### config.mk
export PLATFORM = sky130hd
export DESIGN_NAME = mem_port_arbiter
export DESIGN_NICKNAME = d
export VERILOG_FILES = /design/src/rtl/mem_port_arbiter.sv
export SDC_FILE = /design/constraint.sdc
export NUM_CORES = 1
export LEC_CHECK = 0
export BUFFER_PORTS_ARGS = -buffer_cell sky130_fd_sc_hd__clkbuf_2
export CORE_UTILIZATION = 41
export CTS_CLUSTER_DIAMETER = 150
export DETAILED_ROUTE_END_ITERATION = 8
export PLACE_DENSITY = 0.76
export SETUP_SLACK_MARGIN = 0.2
export SLEW_MARGIN = 20
export SYNTH_ARGS = -nofsm -noshare
export SYNTH_HDL_FRONTEND = slang
export SYNTH_SLANG_ARGS = --single-unit
export TNS_END_PERCENT = 100
### constraint.sdc
create_clock -name clk -period 4.9 [get_ports clk]
set_clock_uncertainty 0.05 [all_clocks]
set_input_delay 0.98 -clock clk [delete_from_list [all_inputs] [get_ports clk]]
set_output_delay 0.98 -clock clk [all_outputs]
set_load 0.005 [all_outputs]
### src/rtl/mem_port_arbiter.sv
// rtl/mem_port_arbiter.sv - fetch/data port arbiter onto one shared memory port with anti-starvation
module mem_port_arbiter #(
    parameter int STARVE_MAX = 4
) (
    input  logic        clk,
    input  logic        reset,
    input  logic        if_req,
    input  logic [31:0] if_addr,
    output logic [31:0] if_rdata,
    output logic        if_valid,
    input  logic        dm_req,
    input  logic        dm_we,
    input  logic [31:0] dm_addr,
    input  logic [31:0] dm_wdata,
    output logic [31:0] dm_rdata,
    output logic        dm_valid,
    output logic        mem_req,
    output logic        mem_we,
    output logic [31:0] mem_addr,
    output logic [31:0] mem_wdata,
    input  logic [31:0] mem_rdata,
    input  logic        mem_ready,
    output logic        stall_if,
    output logic        stall_dm
);

    localparam int SW = $clog2(STARVE_MAX + 1);
    localparam logic [SW-1:0] STREAK_MAX = SW'(STARVE_MAX);

    typedef enum logic [1:0] {
        IDLE,
        IF_WAIT,
        DM_WAIT
    } state_t;

    state_t        state, state_n;
    logic [SW-1:0] streak, streak_n;
    logic          mem_req_n, mem_we_n, if_valid_n, dm_valid_n;
    logic [31:0]   mem_addr_n, mem_wdata_n, if_rdata_n, dm_rdata_n;
    logic          if_live, dm_live, starve;

    // A port whose completion pulse is showing cannot win arbitration that cycle.
    assign if_live = if_req & ~if_valid;
    assign dm_live = dm_req & ~dm_valid;
    assign starve  = if_live && (streak == STREAK_MAX);

    assign stall_if = if_req & ~if_valid;
    assign stall_dm = dm_req & ~dm_valid;

    always_comb begin
        state_n     = state;
        streak_n    = streak;
        mem_req_n   = mem_req;
        mem_we_n    = mem_we;
        mem_addr_n  = mem_addr;
        mem_wdata_n = mem_wdata;
        if_rdata_n  = if_rdata;
        dm_rdata_n  = dm_rdata;
        if_valid_n  = 1'b0;
        dm_valid_n  = 1'b0;
        case (state)
            IDLE: begin
                if (dm_live && !starve) begin
                    state_n     = DM_WAIT;
                    mem_req_n   = 1'b1;
                    mem_we_n    = dm_we;
                    mem_addr_n  = dm_addr & 32'hFFFF_FFFC;
                    mem_wdata_n = dm_wdata;
                    if (!if_req)
                        streak_n = '0;
                    else if (streak != STREAK_MAX)
                        streak_n = streak + 1'b1;
                end else if (if_live) begin
                    state_n     = IF_WAIT;
                    mem_req_n   = 1'b1;
                    mem_we_n    = 1'b0;
                    mem_addr_n  = if_addr & 32'hFFFF_FFFC;
                    mem_wdata_n = dm_wdata;
                    streak_n    = '0;
                end
            end
            IF_WAIT: begin
                if (mem_ready) begin
                    state_n    = IDLE;
                    mem_req_n  = 1'b0;
                    if_valid_n = 1'b1;
                    if_rdata_n = mem_rdata;
                end
            end
            DM_WAIT: begin
                if (mem_ready) begin
                    state_n    = IDLE;
                    mem_req_n  = 1'b0;
                    dm_valid_n = 1'b1;
                    // Stores leave the last load result visible.
                    if (!mem_we)
                        dm_rdata_n = mem_rdata;
                end
            end
            default: state_n = IDLE;
        endcase
    end

    always_ff @(posedge clk or posedge reset) begin
        if (reset) begin
            state     <= IDLE;
            streak    <= '0;
            mem_req   <= 1'b0;
            mem_we    <= 1'b0;
            mem_addr  <= 32'h0;
            mem_wdata <= 32'h0;
            if_rdata  <= 32'h0;
            dm_rdata  <= 32'h0;
            if_valid  <= 1'b0;
            dm_valid  <= 1'b0;
        end else begin
            state     <= state_n;
            streak    <= streak_n;
            mem_req   <= mem_req_n;
            mem_we    <= mem_we_n;
            mem_addr  <= mem_addr_n;
            mem_wdata <= mem_wdata_n;
            if_rdata  <= if_rdata_n;
            dm_rdata  <= dm_rdata_n;
            if_valid  <= if_valid_n;
            dm_valid  <= dm_valid_n;
        end
    end

endmodule
==> impl_results.html <==
<table>
<tr><th>Metric</th><th>Value</th></tr>
<tr><th colspan="2">Status</th></tr>
<tr><td>Run status</td><td>finished clean</td></tr>
<tr><th colspan="2">Finish</th></tr>
<tr><td>Layout Cells excl Fill</td><td>869</td></tr>
<tr><td>Leading cell type in the layout, fill and taps excluded</td><td>clkbuf_2</td></tr>
<tr><td>Commonest cells after routing, fill and taps aside</td><td>clkbuf_2, dfrtp_1, nand2_1</td></tr>
<tr><td>Diodes inserted</td><td>0</td></tr>
<tr><td>Fraction of layout cells with a size suffix above 1</td><td>52.8%</td></tr>
<tr><td>P&amp;R area growth vs syn</td><td>38.1%</td></tr>
<tr><td>Nets@finish</td><td>825</td></tr>
<tr><th colspan="2">Route</th></tr>
<tr><td>1st-iter DRT viols</td><td>178</td></tr>
<tr><td>DRC violation count after routing</td><td>0</td></tr>
<tr><td>Number of nets still failing antenna checks after routing</td><td>0</td></tr>
<tr><td>Met2 wirelength from detailed routing</td><td>6.65 mm</td></tr>
<tr><td>Wire length on met3</td><td>1.11 mm</td></tr>
<tr><td>Count of TritonRoute iterations in the first routing pass</td><td>4</td></tr>
<tr><td>Routed metal-1 wire length</td><td>5.38 mm</td></tr>
<tr><td>Average via count per standard cell</td><td>4.98</td></tr>
<tr><td>DRT Wirelength</td><td>13.4 mm</td></tr>
<tr><td>Routed wire length per instance</td><td>15.4 µm</td></tr>
<tr><td>Number of vias in the routed layout</td><td>4328</td></tr>
<tr><td>Top layer reached by signal wires</td><td>met4</td></tr>
<tr><th colspan="2">Floorplan</th></tr>
<tr><td>Row count</td><td>41</td></tr>
<tr><td>Core Box Area</td><td>0.0128 mm²</td></tr>
<tr><td>Initial Util</td><td>42.5%</td></tr>
<tr><td>I/O pin count</td><td>268</td></tr>
<tr><td>Horiz. Die Dim</td><td>117 µm</td></tr>
<tr><td>Die Height</td><td>117 µm</td></tr>
<tr><td>Die outline area</td><td>0.0137 mm²</td></tr>
<tr><th colspan="2">Setup path</th></tr>
<tr><td>Critical path type</td><td>reg -&gt; reg</td></tr>
<tr><td>Critical-path cell with the highest stage delay</td><td>o21a_1</td></tr>
<tr><td>Startpoint class of the critical path</td><td>flip-flop</td></tr>
<tr><td>Most used cell along the critical path</td><td>a21oi_1</td></tr>
<tr><td>Maximum fanout along the worst path</td><td>36</td></tr>
<tr><td>Required time of the critical path</td><td>5.18 ns</td></tr>
<tr><td>Crit. End Element</td><td>flip-flop</td></tr>
<tr><td>Worst path arrival time</td><td>2.79 ns</td></tr>
<tr><td>Chain of cells forming the critical path</td><td>inv_1 &gt; ha_2 &gt; o21a_1 &gt; a21oi_1 &gt; a21oi_1</td></tr>
<tr><td>Crit-path max cell delay</td><td>0.93 ns</td></tr>
<tr><th colspan="2">STA</th></tr>
<tr><td>Unrepaired setup endpoints after global routing</td><td>false</td></tr>
<tr><td>Endpoints failing hold</td><td>0</td></tr>
<tr><td>Final worst path period share</td><td>51.3%</td></tr>
<tr><td>Clock period minus worst slack</td><td>2.51 ns</td></tr>
<tr><td>Setup Total Neg Slack</td><td>0 ns</td></tr>
<tr><td>Peak Freq</td><td>398 MHz</td></tr>
<tr><td>Final setup vio count</td><td>0</td></tr>
<tr><td>Min setup slack post-route</td><td>2.39 ns</td></tr>
<tr><td>Headroom to the max-slew limit</td><td>28.4%</td></tr>
<tr><td>Slew at the pin closest to its max-slew limit</td><td>1.07 ns</td></tr>
<tr><td>Final count of pins violating max slew</td><td>0</td></tr>
<tr><th colspan="2">Logic synthesis</th></tr>
<tr><td>Average cell area after synthesis</td><td>12.6 µm²</td></tr>
<tr><td>Area of the mapped netlist</td><td>0.00543 mm²</td></tr>
<tr><td>XOR/XNOR Fraction of Synth Area</td><td>0%</td></tr>
<tr><td>Simple-Gate Fraction of Synth Area</td><td>12.1%</td></tr>
<tr><td>Post-synth cell types</td><td>35</td></tr>
<tr><td>Combinational family with the most area after synthesis</td><td>multiplexers</td></tr>
<tr><td>Sequential share of the synthesized area</td><td>62.3%</td></tr>
<tr><td>Number of enable flip-flop cells after synthesis</td><td>0</td></tr>
<tr><td>Cells after Synth</td><td>429</td></tr>
<tr><td>Synthesis Warnings</td><td>0</td></tr>
<tr><td>Post-synthesis share of cell area spent on full adders, half adders and majority gates</td><td>1.38%</td></tr>
<tr><td>Predominant post-synthesis flop cell</td><td>dfrtp_1</td></tr>
<tr><td>Share of synthesized flip-flops with an asynchronous set or reset</td><td>100%</td></tr>
<tr><td>Mux share of post-synthesis cell area</td><td>13.3%</td></tr>
<tr><td>Area fraction in compound gates after synthesis</td><td>7.36%</td></tr>
<tr><td>Number of register bits inferred by synthesis</td><td>135</td></tr>
<tr><th colspan="2">Job</th></tr>
<tr><td>Max capacitance violation total</td><td>0</td></tr>
<tr><th colspan="2">Clock tree</th></tr>
<tr><td>Number of H-tree branching levels</td><td>4</td></tr>
<tr><td>Total clock buffers created by CTS</td><td>17</td></tr>
<tr><td>Clock Latency Late Sink</td><td>0.41 ns</td></tr>
<tr><td>Clock-pin slew of the registers on the worst-case setup and hold paths</td><td>0.06 ns</td></tr>
<tr><td>Buffer type at the clock tree root</td><td>clkbuf_16</td></tr>
<tr><td>Clock Sinks</td><td>135</td></tr>
<tr><td>CTS Hold Bufs</td><td>0</td></tr>
<tr><td>Clock Tree Buf Depth</td><td>2</td></tr>
<tr><td>TritonCTS clock tree</td><td>yes</td></tr>
<tr><td># resized after CTS</td><td>0</td></tr>
<tr><td>Total setup buffers inserted after CTS</td><td>0</td></tr>
<tr><th colspan="2">Placement</th></tr>
<tr><td>Final GP Congestion</td><td>0.751</td></tr>
<tr><td>Placement-stage worst setup slack</td><td>1.87 ns</td></tr>
<tr><td>Count of buffers inserted at the top-level ports</td><td>261</td></tr>
<tr><td>DP Wirelength</td><td>9.45 mm</td></tr>
<tr><td>Total instance count after detailed placement</td><td>838</td></tr>
<tr><th colspan="2">Global route</th></tr>
<tr><td>First-pass GRT wire length</td><td>19.9 mm</td></tr>
<tr><td>Antenna violations before repair</td><td>0</td></tr>
<tr><td>Number of global-route vias before repair</td><td>4215</td></tr>
<tr><td>Gr usage total</td><td>19.3%</td></tr>
<tr><td>Pin count of the biggest net entering global routing</td><td>98</td></tr>
<tr><td>Global route total overflow</td><td>0</td></tr>
<tr><th colspan="2">Pwr</th></tr>
<tr><td>PD cells</td><td>683 mW/mm²</td></tr>
<tr><td>Cell leakage power</td><td>4.03 nW</td></tr>
<tr><td>IR Drop Worst-Case VDD</td><td>0.380 mV</td></tr>
<tr><th colspan="2">Min path</th></tr>
<tr><td>Worst hold path type</td><td>reg -&gt; reg</td></tr>
</table>
[state kept, by name, indices dropped and copies added (netlist names)]
| signal | flops |
|---|---|
| dm_valid | 1 |
| state | 2 |
| if_rdata | 32 |
| if_valid | 1 |
| streak | 3 |
| dm_rdata | 32 |
| mem_wdata | 32 |
| mem_we | 1 |
| mem_addr | 30 |
| mem_req | 1 |
[cells in the mapped netlist, drive strengths merged (2+ instances only)]
master,count,area share (%)
and3,30,3.5
o21ai,3,0.35
nand2,100,6.9
buf,23,2.7
clkbuf,6,0.42
mux2,64,13
and2,2,0.23
a221o,30,5.5
a21oi,4,0.58
ha,6,1.4
nor2,3,0.21
nand2b,3,0.48
dfrtp,135,62
inv,7,0.48
[per-stage QoR]
stage	power, W	utilization (%)	hold slack [ns]	instance area, µm²
2_1_floorplan	0.00294	-	0.417	5430
3_5_place_dp	0.00376	53.5	0.416	6830
4_1_cts	0.00517	58.6	0.430	7480
3_3_place_gp	0.00366	53.5	0.408	6830
5_1_grt	0.00546	58.6	0.453	7490
6_report	0.00512	58.6	0.426	7490
[final timing paths]
check | depth (start not counted) | slack (ns) | from | endpoint
max reg2reg | 5 | 2.39 | state[0]$_DFFE_PP0P_ | streak[2]$_DFFE_PP0P_
max | 5 | 2.39 | state[0]$_DFFE_PP0P_ | streak[2]$_DFFE_PP0P_
min reg2reg | 2 | 0.43 | mem_wdata[20]$_DFFE_PP0P_ | mem_wdata[20]$_DFFE_PP0P_
max in group asynchronous | 3 | 3.05 | reset | mem_wdata[11]$_DFFE_PP0P_
min in group asynchronous | 2 | 0.68 | reset | mem_wdata[1]$_DFFE_PP0P_
min | 2 | 0.43 | mem_wdata[20]$_DFFE_PP0P_ | mem_wdata[20]$_DFFE_PP0P_
[area by class of cell]
class | instances | area, µm²
Fill cell | 1061 | 5280
Multi-Input combinational cell | 259 | 1880
Tap cell | 172 | 215
Clock buffer | 19 | 453
Timing Repair Buffer | 265 | 1340
Inverter | 7 | 31.3
Sequential cell | 135 | 3380
Clock inverter | 12 | 200
[worst max-delay path: cells and delay by family (launching register included)]
| family | cells | cell delay (ns) |
|---|---|---|
| AOI/OAI and AO/OA | 3 | 1.24 |
| buffers and inverters | 1 | 0.12 |
| DFF | 1 | 0.40 |
| adders and majority gates | 1 | 0.60 |
[per-layer routing]
metal / vias up / global-route usage (%)
met5: - / 0
met4: 0 / 9.37
met3: 20 / 7.31
met2: 195 / 33.2
met1: 2120 / 21.1
li1: 1993 / -
[cells by family after synthesis]
| kind of cell | count (synthesis) |
|---|---|
| other | 1 |
| adder cells (fa/ha/maj) | 6 |
| multiplexers | 64 |
| flip-flops | 135 |
| AO/OA/AOI/OAI | 43 |
| buffers and inverters | 36 |
| AND/OR/NAND/NOR | 144 |
[where the power goes]
group	leakage, nW	total [W]	switching, W	internal, W
clock	0.311	0.00139	0.000463	0.000926
sequential	1.63	0.00198	0.000303	0.00167
combinational	2.08	0.00175	0.000843	0.000910
total	4.03	0.00512	0.00161	0.00351
Note: power is estimated with default switching activity, not from simulation.
